===== src/rtl/rcb_frl_pkg.sv =====
// Shared types and constants for the Fast Radio Link receive-side blocks.
package rcb_frl_pkg;

    typedef enum logic [1:0] {
        ST_IDLE   = 2'd0,
        ST_HUNT   = 2'd1,
        ST_WAIT   = 2'd2,
        ST_LOCKED = 2'd3
    } frl_state_t;

    // Byte the far end transmits while training is active.
    localparam logic [7:0] FRL_TRAIN_BYTE  = 8'h5C;

    // Match count at which the next matching byte declares lock; also the
    // saturation point of the 4-bit match/miss counters.
    localparam logic [3:0] FRL_LOCK_THRESH = 4'd15;

endpackage


===== src/rtl/rcb_frl_match_counter.sv =====
// 4-bit event counter with synchronous clear and saturation at 15.
module rcb_frl_match_counter
    import rcb_frl_pkg::*;
(
    input  logic       clk,
    input  logic       rst,
    input  logic       clr,
    input  logic       inc,
    output logic [3:0] cnt
);

    // Clear has priority over increment; increment stops at the threshold.
    always_ff @(posedge clk) begin
        if (rst || clr) begin
            cnt <= '0;
        end else if (inc && (cnt != FRL_LOCK_THRESH)) begin
            cnt <= cnt + 4'd1;
        end
    end

endmodule


===== src/rtl/rcb_frl_train_align.sv =====
// Word-alignment controller: hunts for the training byte by bitslipping the
// deserializer until 16 consecutive matches are seen, then holds lock.
module rcb_frl_train_align
    import rcb_frl_pkg::*;
#(
    parameter logic [7:0]  TRAIN_PATTERN = FRL_TRAIN_BYTE,
    parameter int unsigned SLIP_WAIT     = 3,
    parameter int unsigned LOSS_LIMIT    = 4
) (
    input  logic       clk,
    input  logic       rst,
    input  logic [7:0] din,
    input  logic       din_vld,
    input  logic       train_en,
    output logic       bitslip,
    output logic [3:0] match_cnt,
    output logic [2:0] slip_cnt,
    output logic       locked,
    output logic       align_err
);

    localparam logic [3:0] SLIP_WAIT_L = 4'(SLIP_WAIT);
    localparam logic [3:0] LOSS_LAST   = 4'(LOSS_LIMIT - 1);

    frl_state_t state_q;
    frl_state_t state_d;

    logic [3:0] wait_q;
    logic [3:0] miss_cnt;
    logic       is_match;
    logic       slip_fire;
    logic       loss;
    logic       hunt_inc;
    logic       miss_inc;
    logic       miss_clr;
    logic       to_idle;

    assign is_match = (din == TRAIN_PATTERN);
    assign to_idle  = (state_d == ST_IDLE);

    // Next-state decode plus single-cycle strobes for the counters.
    always_comb begin
        state_d   = state_q;
        slip_fire = 1'b0;
        loss      = 1'b0;
        hunt_inc  = 1'b0;
        miss_inc  = 1'b0;
        miss_clr  = 1'b0;
        unique case (state_q)
            ST_IDLE: begin
                if (train_en) begin
                    state_d = ST_HUNT;
                end
            end
            ST_HUNT: begin
                // The 16th match locks even if training ends on the same edge.
                if (din_vld && is_match && (match_cnt == FRL_LOCK_THRESH)) begin
                    state_d = ST_LOCKED;
                end else if (!train_en) begin
                    state_d = ST_IDLE;
                end else if (din_vld) begin
                    if (is_match) begin
                        hunt_inc = 1'b1;
                    end else begin
                        slip_fire = 1'b1;
                        state_d   = ST_WAIT;
                    end
                end
            end
            ST_WAIT: begin
                if (!train_en) begin
                    state_d = ST_IDLE;
                end else if (wait_q <= 4'd1) begin
                    state_d = ST_HUNT;
                end
            end
            ST_LOCKED: begin
                if (train_en && din_vld) begin
                    if (is_match) begin
                        miss_clr = 1'b1;
                    end else if (miss_cnt == LOSS_LAST) begin
                        loss    = 1'b1;
                        state_d = ST_HUNT;
                    end else begin
                        miss_inc = 1'b1;
                    end
                end
            end
            default: state_d = ST_IDLE;
        endcase
    end

    // State register.
    always_ff @(posedge clk) begin
        if (rst) begin
            state_q <= ST_IDLE;
        end else begin
            state_q <= state_d;
        end
    end

    // Deserializer settle countdown, loaded by each bitslip.
    always_ff @(posedge clk) begin
        if (rst) begin
            wait_q <= '0;
        end else if (slip_fire) begin
            wait_q <= SLIP_WAIT_L;
        end else if ((state_q == ST_WAIT) && (wait_q != 4'd0)) begin
            wait_q <= wait_q - 4'd1;
        end
    end

    // Wrapping slip counter; a wrap to zero marks a sticky alignment error.
    always_ff @(posedge clk) begin
        if (rst || to_idle) begin
            slip_cnt  <= '0;
            align_err <= 1'b0;
        end else if (slip_fire) begin
            slip_cnt <= slip_cnt + 3'd1;
            if (slip_cnt == 3'd7) begin
                align_err <= 1'b1;
            end
        end
    end

    // Registered bitslip pulse and lock flag.
    always_ff @(posedge clk) begin
        if (rst) begin
            bitslip <= 1'b0;
            locked  <= 1'b0;
        end else begin
            bitslip <= slip_fire;
            locked  <= (state_d == ST_LOCKED);
        end
    end

    rcb_frl_match_counter u_match_cnt (
        .clk (clk),
        .rst (rst),
        .clr (to_idle || slip_fire || loss),
        .inc (hunt_inc),
        .cnt (match_cnt)
    );

    rcb_frl_match_counter u_miss_cnt (
        .clk (clk),
        .rst (rst),
        .clr (to_idle || loss || miss_clr),
        .inc (miss_inc),
        .cnt (miss_cnt)
    );

endmodule


===== config.mk =====
export PLATFORM = sky130hd
export DESIGN_NAME = rcb_frl_train_align
export DESIGN_NICKNAME = d
export VERILOG_FILES = /design/src/rtl/rcb_frl_pkg.sv /design/src/rtl/rcb_frl_match_counter.sv /design/src/rtl/rcb_frl_train_align.sv
export SDC_FILE = /design/constraint.sdc
export NUM_CORES = 1
export LEC_CHECK = 0
export CAP_MARGIN = 20
export CORE_MARGIN = 4
export CORE_UTILIZATION = 40
export DETAILED_ROUTE_END_ITERATION = 12
export PLACE_DENSITY = 0.68
export SYNTH_ARGS = -nofsm -noshare
export SYNTH_HDL_FRONTEND = slang
export SYNTH_HIERARCHICAL = 1
export SYNTH_SLANG_ARGS = --single-unit

===== constraint.sdc =====
create_clock -name clk -period 3 [get_ports clk]
set_input_delay 0.45 -clock clk [delete_from_list [all_inputs] [get_ports clk]]
set_output_delay 0.45 -clock clk [all_outputs]
set_load 0.02 [all_outputs]

# Word level (Yosys, flattened, before mapping)
# Cells that the tools add are included.
# classes
n_addsub,4
magnitude_cmp,1
n_eq_ne,10
muxes,33
n_reduce_logical,19
# ops
op,n
$mux 2,12
$mux 1,20
$add 4x1->4 const B,2
$eq 8x7->1 const B,1
$ne 4x4->1 const B,2
$pmux 2 s4,1
$logic_or 1x1->1,7
$eq 2x2->1 const B,3
$logic_and 1x1->1,6
$eq 4x2->1 const B,1
$eq 4x4->1 const B,1
$le 4x1->1 const B,1
$logic_not 2->1,2
$reduce_bool 4->1,1
$sub 4x1->4 const B,1
$add 3x1->3 const B,1
$eq 3x3->1 const B,1
$eq 2x1->1 const B,1
$reduce_and 2->1,1
$reduce_bool 2->1,1
$reduce_or 2->1,1
# word_totals
reg_bits,20
inputBits,12
output_inout_bits,10
elab_cells,76

# Longest topological paths before layout
# Gate-level depths: netlist of the first run.
# depth
word_depth,10
ltp_mapped,10
ltp_nobuf,9

# Modules after synthesis
# Netlist of the first run, hierarchy kept.
# by_module_without_submodules
module,instances,cells_each,area_each_um2,seq_area_each_um2
rcb_frl_train_align,1,82,775.7,240.2
rcb_frl_match_counter,2,21,210.2,80.1

# Worst setup path before layout of the first run
# OpenSTA, ideal clock, no wires.
# synth_path
kind,input to register
from,in din[0]
to,reg u_match_cnt.cnt[3]
setup_time_ns,0.096
arrival_ns,2.180
required_time_ns,2.904
slack_ns,0.724
cell_stages,8
path_buffers,1
path_cell_list,and4bb_4 a21oi_2 or4_4 buf_6 a22o_2 nor2_1 o211ai_2 o41ai_2
# synth_between
elab_chain_cells,10
elab_cells_between_ends,28
classes_between,1 x eq/ne; 20 x mux; 7 x reduce/logical
# synth_rtl
item,line,rtl
"start, declared",rcb_frl_train_align.sv:12,"input logic [7:0] din,"
$eq 8x7->1 (*),rcb_frl_train_align.sv:38,assign is_match = (din == TRAIN_PATTERN);
$mux 2,rcb_frl_train_align.sv:62,if (is_match) begin
$mux 2,rcb_frl_train_align.sv:61,end else if (din_vld) begin
$mux 2,rcb_frl_train_align.sv:59,end else if (!train_en) begin
$mux 2,rcb_frl_train_align.sv:57,if (din_vld && is_match && (match_cnt == FRL_LOCK_THRESH)) begin
$pmux 2 s4,rcb_frl_train_align.sv:49,unique case (state_q)
$logic_not 2->1,rcb_frl_train_align.sv:39,assign to_idle = (state_d == ST_IDLE);
$logic_or 1x1->1 (2 in series),rcb_frl_train_align.sv:140,".clr (to_idle || slip_fire || loss),"
$logic_or 1x1->1,rcb_frl_match_counter.sv:14,if (rst || clr) begin
"end signal, assigned",rcb_frl_match_counter.sv:17,cnt <= cnt + 4'd1;
"end, declared",rcb_frl_match_counter.sv:9,output logic [3:0] cnt
# Every way passes the cells marked *; elsewhere a longest branch is shown, timed or not.
# A chain may end at the register's enable or synchronous reset.

# Worst setup path after layout of the first run
# Ends and elaborated chain as after synthesis.

==> results.ini, run 1 <==
[timing]
worst_slew_pin_slew_ps = 653
hold_viol_final = 0
setup_viol = 0
fmax_ghz = 0.403
setup_tns_ps = 0
relative_slew_slack_pct = 56.3
timing_max_transition_violations_final = 0
worst_slack_ps = 522
final.setup_skew_ps = 2.79
layout_worst_path_cycle_share_pct = 82.6
layout_min_cycle_time_ps = 2480
setup_repair_after_global_routing_missed_its_margin = false

[floorplanning]
initial_core_util_pct = 42.6
die_height_um = 62.7
ioPinCount = 22
die-width_um = 62.7
core_region_area_um2 = 2810
rows = 19
dieArea_um2 = 3930

[clock_network]
post_cts_setup_buffer_count = 0
tritoncts = done
clock_sink_count = 20
clk_path_buf_depth = 2
cts.repair.resized = 0
worst_setup_hold_path_clk_slew_ps = 120
cts-root-buf = clkbuf_4
number_of_cts_inserted_buffers = 3
clock_tree.htree_level_count = 1
clock_latency_ps = 310
post_cts_hold_buffer_count = 0

[drt]
vias_per_cell = 5.56
dr_total_vias = 1007
detailedRoute.firstPassIterationCount = 4
detail-route-antenna-nets = 0
drtIter0Drc = 21
wl_per_cell_um = 14.6
route.final.wire_length_um = 2640
drt_drc_violations_left = 0

[setup_path]
timing.setup.critical_path_class = in2reg
crit_family = simple AND/OR/NAND/NOR gates
critical_path_at_ps = 2690
timing.critical_path.to_type = register
regToRegStartpoint = wait_q[0]$_SDFFE_PP0P_
timing.critical_path.slowest_cell_delay_ps = 580
r2r_end = u_match_cnt/cnt[3]$_SDFFE_PP0P_
critical_path_required_ps = 3220
path_max_fanout = 8
worst-path-buf-inv = 1
length_in_cells_of_the_worst_reg_to_reg_path = 9
cp_cell_sequence = clkdlybuf4s50_1 -> and4bb_4 -> a21oi_2 -> or4_4 -> a22o_2 -> nor2_1 -> o211ai_2 -> o41ai_2
critical-path-slowest-cell = or4_4
reg2reg_slack_ps = 620
critical_path_launch_point_type = input pin

[synth]
yosysWarnings = 6
post_synth.cell_area_avg_um2 = 9.65
synth-async-reset-ratio_pct = 0
synth_edf_count = 0
netlist_area_um2 = 1200
ys_seq_area_share_pct = 33.5
yosys_most_used_dff = dfxtp_1
syn_nets = 143
syn-instance-count = 124
synth_cell_type_count = 43
ys_ff_latch = 20

[global_route]
global_router_s_overall_resource_usage_pct = 14.5
grt_pass1_wl_um = 4760
grt_pass1_vias = 1044
grt_antenna_before_repair = 0
gr-total-overflow = 0
grt_max_degree = 19

[hold_path]
hp-start = u_miss_cnt/cnt[1]$_SDFFE_PP0P_
hold_end = u_miss_cnt/cnt[1]$_SDFFE_PP0P_
hold_path_depth = 2
min_path_type = reg2reg

[finish]
final-seq-area_um2 = 400
num-fill-cells = 260
finish.net_count = 170
multi_input_area_um2 = 766
ratio_of_cells_with_drive_above_1_in_the_final_layout_pct = 16.0
insertedDiodeCount = 0
areaGrowthSynthToFinish_pct = 25.8

[power]
worst_vdd_drop_mv = 0.250
power.share.switching_pct = 21.5
p_sw_mw = 0.117
intPower_mw = 0.429
power.density_cell_area_nw_per_um2 = 363
leakage_nw = 0.574
comb_power_share_pct = 9.5
share_clk_of_total_power_pct = 41.0
share_seq_of_total_power_pct = 49.4

[job]
drv.max_cap_violation_count = 0

[outcome]
run_status = finished clean

[place]
post-place-ws_ps = 185
place.detailed.hpwl_um = 2040
place_congestion = 0.790
total_of_buffers_placed_on_input_and_output_ports = 21

## power by group through the flow
| stage | clock network (mW) | logic (mW) | registers [mW] |
|---|---|---|---|
| 2_1_floorplan | 0 | 0.0303 | 0.276 |
| 3_3_place_gp | 0 | 0.0506 | 0.276 |
| 3_5_place_dp | 0 | 0.0522 | 0.276 |
| 4_1_cts | 0.229 | 0.0525 | 0.270 |
| 5_1_grt | 0.237 | 0.0581 | 0.271 |
| 6_report | 0.224 | 0.0521 | 0.270 |
## cell usage after synthesis (2+ instances only)
cell / number / share of area, %
dfxtp_1: 20 / 33
nand3_1: 4 / 1.7
nor2_1: 9 / 2.8
or3_1: 2 / 1.0
and3_1: 4 / 2.1
ha_1: 7 / 7.3
xnor2_1: 2 / 1.5
o41ai_2: 2 / 2.7
o211ai_2: 2 / 2.1
nand4b_1: 2 / 1.5
nand2b_4: 2 / 2.3
a21oi_1: 7 / 2.9
inv_1: 4 / 1.3
nor2b_1: 2 / 1.0
nor3_1: 4 / 1.7
nand4_1: 2 / 1.0
and4bb_4: 2 / 2.7
mux2i_1: 6 / 5.0
xor2_1: 2 / 1.5
a211oi_1: 5 / 3.1
nand2_1: 12 / 3.8
## placed cells by master, fill, tap and decap left out, types with 3 or more instances in the layout
cell             netlist  layout
clkdlybuf4s50_1        0      21
dfxtp_1               20      20
nand2_1               12      12
nor2_1                 9       9
a21oi_1                7       7
ha_1                   7       7
mux2i_1                6       6
a211oi_1               5       5
inv_1                  4       4
and3_1                 4       4
nor3_1                 4       4
nand3_1                4       4
clkbuf_4               0       3
buf_4                  0       3
## tightest hold or removal path, cell delays in order (launching register included)
cell	delay, ps
dfxtp_1	360
nand2_1	70
mux2i_1	60
## flip-flops by register name, indices dropped and copies added (netlist names)
name             cells
u_match_cnt/cnt      4
state_q              2
locked               1
bitslip              1
slip_cnt             3
u_miss_cnt/cnt       4
wait_q               4
align_err            1
## how the worst max path moves through the flow
| stage | end | cells after the start | startpoint |
|---|---|---|---|
| global route | u_match_cnt/cnt[1]$_SDFFE_PP0P_ | 8 | din_vld |
| CTS | u_match_cnt/cnt[3]$_SDFFE_PP0P_ | 8 | din[0] |
| finish | u_match_cnt/cnt[3]$_SDFFE_PP0P_ | 8 | din[0] |
| detailed placement | u_match_cnt/cnt[0]$_SDFFE_PP0P_ | 8 | din[7] |
| floorplan | u_match_cnt/cnt[3]$_SDFFE_PP0P_ | 8 | din[0] |
| global placement | u_match_cnt/cnt[3]$_SDFFE_PP0P_ | 8 | din[0] |
## layer usage
| layer | GRT usage (%) | up-vias | routed length [um] |
|---|---|---|---|
| li1 | - | 518 | - |
| met1 | 17.4 | 468 | 1200 |
| met2 | 25.4 | 17 | 1290 |
| met3 | 2.88 | 4 | 112 |
| met4 | 5.51 | 0 | 31 |
| met5 | 0 | - | 0 |
## stage by stage
step           power [mW]  std cells  hold WS [ps]  instance area [um2]  utilization (%)
2_1_floorplan       0.306        124           468                 1200                -
3_3_place_gp        0.327        177           479                 1450             51.8
3_5_place_dp        0.328        177           505                 1450             51.8
4_1_cts             0.551        181           522                 1510             53.7
5_1_grt             0.566        181           552                 1510             53.7
6_report            0.546        181           517                 1510             53.7
## cell families (layout without fill, tap and decap cells)
| group | after synthesis | in the layout | share of synthesized area (%) |
|---|---|---|---|
| adders and majority gates | 7 | 7 | 7.32 |
| and+or+nand+nor | 53 | 53 | 26.9 |
| DFF | 20 | 20 | 33.5 |
| AOI/OAI and AO/OA | 28 | 28 | 21.9 |
| buffers and inverters | 6 | 32 | 2.51 |
| muxes | 6 | 6 | 5.02 |
| xor gates and xnor gates | 4 | 4 | 2.93 |
## layout make-up
type                            count  share of cell area (%)
Clock buffer                        3                    1.50
Clock inverter                      1                    2.00
Inverter                            4                   0.998
Multi-Input combinational cell     98                    50.9
Sequential cell                    20                    26.6
Tap cell                           31                    2.58
Timing Repair Buffer               24                    15.5
No activity file was read; power rests on OpenSTA's default activity.
==> run 2, diff against run 1 <==
PLACE_DENSITY = 0.7   (was 0.68)
clock period = 2.1 ns   (was 3 ns; I/O delays follow)
==> run 2 against run 1 <==
  * The run now ends with negative setup slack left
  * Clock power decreased by 16%
  * Total power rose by 23%
  * Die area did not move
  * Register-to-register slack worse by 620 ps
  * Largest cell class unchanged
==> results.ini, run 2 (synthesized netlist as in run 1, its figures left out) <==
[finish]
biggestRegsByFlops = u_match_cnt/cnt: 4 flops, u_miss_cnt/cnt: 4 flops, wait_q: 4 flops
finish.net_count = 189  ; +11%
insertedDiodeCount = 0  ; unchanged
final_cells = 200  ; +10%
post-route-util_pct = 60.8  ; +7.2 points
areaGrowthSynthToFinish_pct = 42.7
commonest_non_fill_non_tap_cells_in_the_layout = buf_4 (22), dfxtp_1 (16), clkdlybuf4s50_1 (13), nand2_1 (12), dlymetal6s2s_1 (8)
layout.cells.most_common = buf_4
multi_input_area_um2 = 818  ; +6.9%
ratio_of_cells_with_drive_above_1_in_the_final_layout_pct = 32.0  ; +16 points
num-fill-cells = 244  ; -6.2%
final-seq-area_um2 = 408  ; +1.9%

[timing]
worst_slew_pin_slew_ps = 498  ; -155 ps
whs_ps = 507  ; -9.66 ps
final.setup_skew_ps = 6.83  ; +4.04 ps
timing_max_transition_violations_final = 0  ; unchanged
fmax_ghz = 0.466
hold_viol_final = 0  ; unchanged
setup_viol = 1  ; +1
layout_min_cycle_time_ps = 2140
worst_slack_ps = -44.8  ; -566 ps
setup_repair_after_global_routing_missed_its_margin = true
relative_slew_slack_pct = 66.7  ; +10 points
layout_worst_path_cycle_share_pct = 102

[global_route]
grt_pass1_wl_um = 4930  ; +3.5%
grt_max_degree = 12  ; -7
grt_antenna_before_repair = 0  ; unchanged
gr-total-overflow = 0  ; unchanged
global_router_s_overall_resource_usage_pct = 15.3  ; +0.75 points
grt_pass1_vias = 1119  ; +7.2%

[setup_path]
r2r_end = u_match_cnt/cnt[0]$_SDFFE_PP0P_
cp-endpoint = u_match_cnt/cnt[0]$_SDFFE_PP0P_
regToRegStartpoint = wait_q[0]$_SDFFE_PP0P_
critical_path_launch_point_type = input pin
timing.critical_path.to_type = register
critical_path_required_ps = 2320  ; -900 ps
path_max_fanout = 4  ; -4
worst_setup_path_startpoint = din[2]
critical_path_at_ps = 2370  ; -320 ps
reg2reg_slack_ps = 0  ; -620 ps
length_in_cells_of_the_worst_reg_to_reg_path = 8  ; -1
timing.setup.critical_path_class = in2reg

[power]
comb_power_share_pct = 14.7  ; +5.2 points
share_seq_of_total_power_pct = 57.2  ; +7.8 points
leakage_nw = 0.733  ; +28%
power.density_cell_area_nw_per_um2 = 395  ; +8.9%
totalPowerFinal_mw = 0.674  ; +23%
power.share.switching_pct = 24.4  ; +2.9 points
p_sw_mw = 0.164  ; +40%
intPower_mw = 0.510  ; +19%
worst_vdd_drop_mv = 0.247  ; -1.2%
share_clk_of_total_power_pct = 28.1  ; -13 points

[drt]
drtIter0Drc = 9  ; -57%
wl_per_cell_um = 14.1  ; -3.2%
route.final.wire_length_um = 2820  ; +6.9%
drt_drc_violations_left = 0  ; unchanged
vias_per_cell = 5.52  ; -0.78%
detail-route-antenna-nets = 0  ; unchanged
dr_total_vias = 1104  ; +9.6%
detailedRoute.firstPassIterationCount = 4  ; unchanged

[floorplanning]
ioPinCount = 22  ; unchanged
core_region_area_um2 = 2810  ; unchanged
rows = 19  ; unchanged
dieArea_um2 = 3930  ; unchanged
die-width_um = 62.7  ; unchanged
initial_core_util_pct = 42.6  ; unchanged
die_height_um = 62.7  ; unchanged

[clock_network]
clk_path_buf_depth = 2  ; unchanged
worst_setup_hold_path_clk_slew_ps = 110  ; about the same
number_of_cts_inserted_buffers = 3  ; unchanged
post_cts_hold_buffer_count = 0  ; unchanged
cts-root-buf = clkbuf_4
clock_latency_ps = 300  ; about the same
clock_sink_count = 20  ; unchanged
tritoncts = done
clock_tree.htree_level_count = 1  ; unchanged

[place]
place.detailed.hpwl_um = 2200  ; +7.9%
place_congestion = 0.866  ; +9.7%
post-place-ws_ps = -387  ; -571 ps
place.detailed.instances = 194  ; +9.6%
total_of_buffers_placed_on_input_and_output_ports = 21  ; unchanged

[outcome]
run_status = complete, but fails checks
failed_checks = negative setup slack

[job]
drv.max_cap_violation_count = 0  ; unchanged

[hold_path]
hold_path_depth = 2  ; unchanged
min_path_type = reg2reg

-- run 2: changes by cell type in the layout (fill, tap and decap cells not counted), sizes merged --
| cell | change |
|---|---|
| clkbuf | +1 |
| dlymetal6s2s | +8 |
| bufinv | -1 |
| clkdlybuf4s50 | -8 |
| buf | +19 |
-- run 2: critical path, stage by stage --
cell and delay (ps):
clkdlybuf4s50_1 460, and4bb_4 270, a21oi_2 60, or4_4 540
a22o_4 280, or3_1 310, mux2i_1 130
-- run 2: final cells by class --
type	count	share of cell area (%)
flip-flops and latches	20	23.9
multi-input cells	98	47.9
well taps	31	2.27
repair buffers	43	23.2
clock buffers	4	1.54
inverters	4	1.17
-- run 2: power groups by stage --
stage                     combinational (mW)  sequential [mW]  clock [mW]
after floorplan                       0.0471            0.394           0
after global placement                0.0936            0.394           0
after detailed placement              0.0960            0.394           0
after CTS                             0.0962            0.385       0.194
after global routing                   0.108            0.386       0.214
final                                 0.0993            0.385       0.189
-- run 2: stage by stage --
| step | setup TNS, ps | area, um2 |
|---|---|---|
| after floorplan | -12.3 | 1240 |
| after global placement | -2310 | 1620 |
| after detailed placement | -3030 | 1620 |
| after CTS | -162 | 1650 |
| after global routing | -446 | 1710 |
| final | -44.8 | 1710 |
-- run 2: how the worst min path moves through the flow --
stage,startpoint,to
2_1_floorplan,rst,locked$_SDFF_PP0_
4_1_cts,u_match_cnt/cnt[1]$_SDFFE_PP0P_,u_match_cnt/cnt[1]$_SDFFE_PP0P_
6_report,u_match_cnt/cnt[1]$_SDFFE_PP0P_,u_match_cnt/cnt[1]$_SDFFE_PP0P_
3_5_place_dp,u_match_cnt/cnt[1]$_SDFFE_PP0P_,u_match_cnt/cnt[1]$_SDFFE_PP0P_
5_1_grt,u_match_cnt/cnt[1]$_SDFFE_PP0P_,u_match_cnt/cnt[1]$_SDFFE_PP0P_
3_3_place_gp,u_match_cnt/cnt[1]$_SDFFE_PP0P_,u_match_cnt/cnt[1]$_SDFFE_PP0P_
-- run 2: what timing repair did --
item,in CTS,in global routing
buffers inserted,0,2
cloned,0,0
pin swaps,2,4
setup endpoints to repair,7,8
resized for setup,0,14
-- run 2: layer usage --
metal	GRT usage (%)	share of wire, %
met1	18.1	44
met2	27.3	50
met3	3.60	4.7
met4	4.13	1.1
met5	0	0
==> run 3, diff against run 2 <==
CAP_MARGIN = 30   (was 20)
==> results of run 3 <==
The final DEF is identical to that of run 2; final timing and power are the same.
==> edit, RTL diff (settings of run 1) <==
The 4 states of `frl_state_t` get a one-hot encoding in 4 bits.
--- a/src/rtl/rcb_frl_pkg.sv
+++ b/src/rtl/rcb_frl_pkg.sv
@@ -1,11 +1,11 @@
 // Shared types and constants for the Fast Radio Link receive-side blocks.
 package rcb_frl_pkg;
 
-    typedef enum logic [1:0] {
-        ST_IDLE   = 2'd0,
-        ST_HUNT   = 2'd1,
-        ST_WAIT   = 2'd2,
-        ST_LOCKED = 2'd3
+    typedef enum logic [3:0] {
+        ST_IDLE   = 4'b0001,
+        ST_HUNT   = 4'b0010,
+        ST_WAIT   = 4'b0100,
+        ST_LOCKED = 4'b1000
     } frl_state_t;
 
     // Byte the far end transmits while training is active.
Check against the original RTL: no difference found for any inputs over 10 cycles, from zero or initial values and one cycle with rst high; not proved beyond that.
==> edit against run 1 <==
  * Maximum frequency fell by 0.61%
  * Sequential cell count is 2 higher
  * Synthesized area increased by 12%
  * Routed wire length rose by 14%
  * Register-to-register slack lost 0.11 ns
  * Design area grew 9.2%
  * Count of clock-buffer cells in the layout stayed put
  * Setup slack worse by 0.015 ns
  * Clock power increased by 3%
  * Final cell count grew 14%
  * Power increased by 9.2%
  * Utilization shrank 1.1 points
  * Highest routed layer unchanged
  * Combinational power rose by 28%
  * Global-route usage grew 0.63 points
  * Largest power group unchanged
==> edit: results (changes against run 1) <==
| Metric | Value |
|---|---|
| Worst VDD drop | `0.1665 mV (-33%)` |
| First-pass GRT wire length | `5.147 mm (+8.1%)` |
| Largest net degree at the start of global routing | `21 (+2)` |
| Yosys cell types | `47 (+9.3%)` |
| 1st-iter DRT viols | `77 (+270%)` |
| Total placed instance area | `1592 µm² (+9.6%)` |
| CP max stage cell | `or4b_4` |
| Routed met2 length | `1.556 mm (+20%)` |
| Crit-path max FO | `9 (+1)` |
| Syn_area_per_cell | `9.623 µm² (-0.25%)` |
| Final wirelength | `2.999 mm (+14%)` |
| Placed Instances | `203 (+15%)` |
| Kind of critical path | `reg -> reg` |
| Layout Skew | `0.005264 ns (+0.002476 ns)` |
| Share of layout cells above drive strength 1 | `14.11% (-1.9 points)` |
| Leak Pwr | `0.5787 nW (+0.89%)` |
| Synth top area cells | `dfxtp_1, ha_1, mux2i_1` |
| Critical Path Max Stage Delay | `0.63 ns (+0.05 ns)` |
| Critical Path Start | `state_q[0]$_SDFF_PP1_` |
| Critical Path AT | `2.74 ns (+0.05 ns)` |
| Register area share after synthesis | `32.93% (-0.54 points)` |
| Fin nets | `183 (+7.6%)` |
| Routed wire per std cell | `14.49 µm (-0.48%)` |
| Commonest cells in the netlist | `dfxtp_1, nand2_1, nor3_1` |
| Number of global-route vias before repair | `1137 (+8.9%)` |
| Run status | `finished, final reports clean` |
edit: per-layer routing:
layer	up-vias	global-route usage, %
met5	-	0
li1	577	-
met2	9	27.78
met3	6	3.061
met1	543	17.19
met4	0	5.181
edit: stage by stage:
step                total power [W]  util, %  setup WS (ns)
global route              0.0006284    52.56         0.2917
global placement          0.0003703    50.88         0.3636
floorplan                 0.0003479        -         0.6105
CTS                       0.0006033    52.56         0.5174
finish                    0.0005964    52.56         0.5063
detailed placement        0.0003727    50.88         0.2148
edit: worst reg2reg max path, delay by kind of cell, from the launching register on:
| family | cells | cell delay (ns) |
|---|---|---|
| compound gates | 3 | 0.77 |
| mux | 1 | 0.17 |
| flops | 1 | 0.43 |
| simple gates | 3 | 1.06 |
edit: final cells by class:
class,count,area [µm²]
Fill cell,299,1484
Multi-Input combinational cell,111,855.8
Sequential cell,22,440.4
Timing Repair Buffer,24,232.7
Tap cell,44,55.05
Clock inverter,1,30.03
Clock buffer,3,22.52
Inverter,2,7.507
edit: logic make-up after synthesis:
logic type               Yosys count  synth area share, %
flip-flops                        22                32.93
buffers and inverters              6                3.087
AO/OA/AOI/OAI                     31                20.49
multiplexers                       6                4.490
adder cells (fa/ha/maj)            7                6.548
AND/OR/NAND/NOR                   61                28.53
XOR/XNOR                           6                3.929
edit: report_power, final:
group / switching, W / total (W) / leakage, nW / internal [W]
Clock: 0.0000948 / 0.000230 / 0.0279 / 0.000135
Sequential: 0.00000528 / 0.000300 / 0.178 / 0.000295
Combinational: 0.0000315 / 0.0000666 / 0.373 / 0.0000351
Total: 0.000132 / 0.000596 / 0.579 / 0.000465
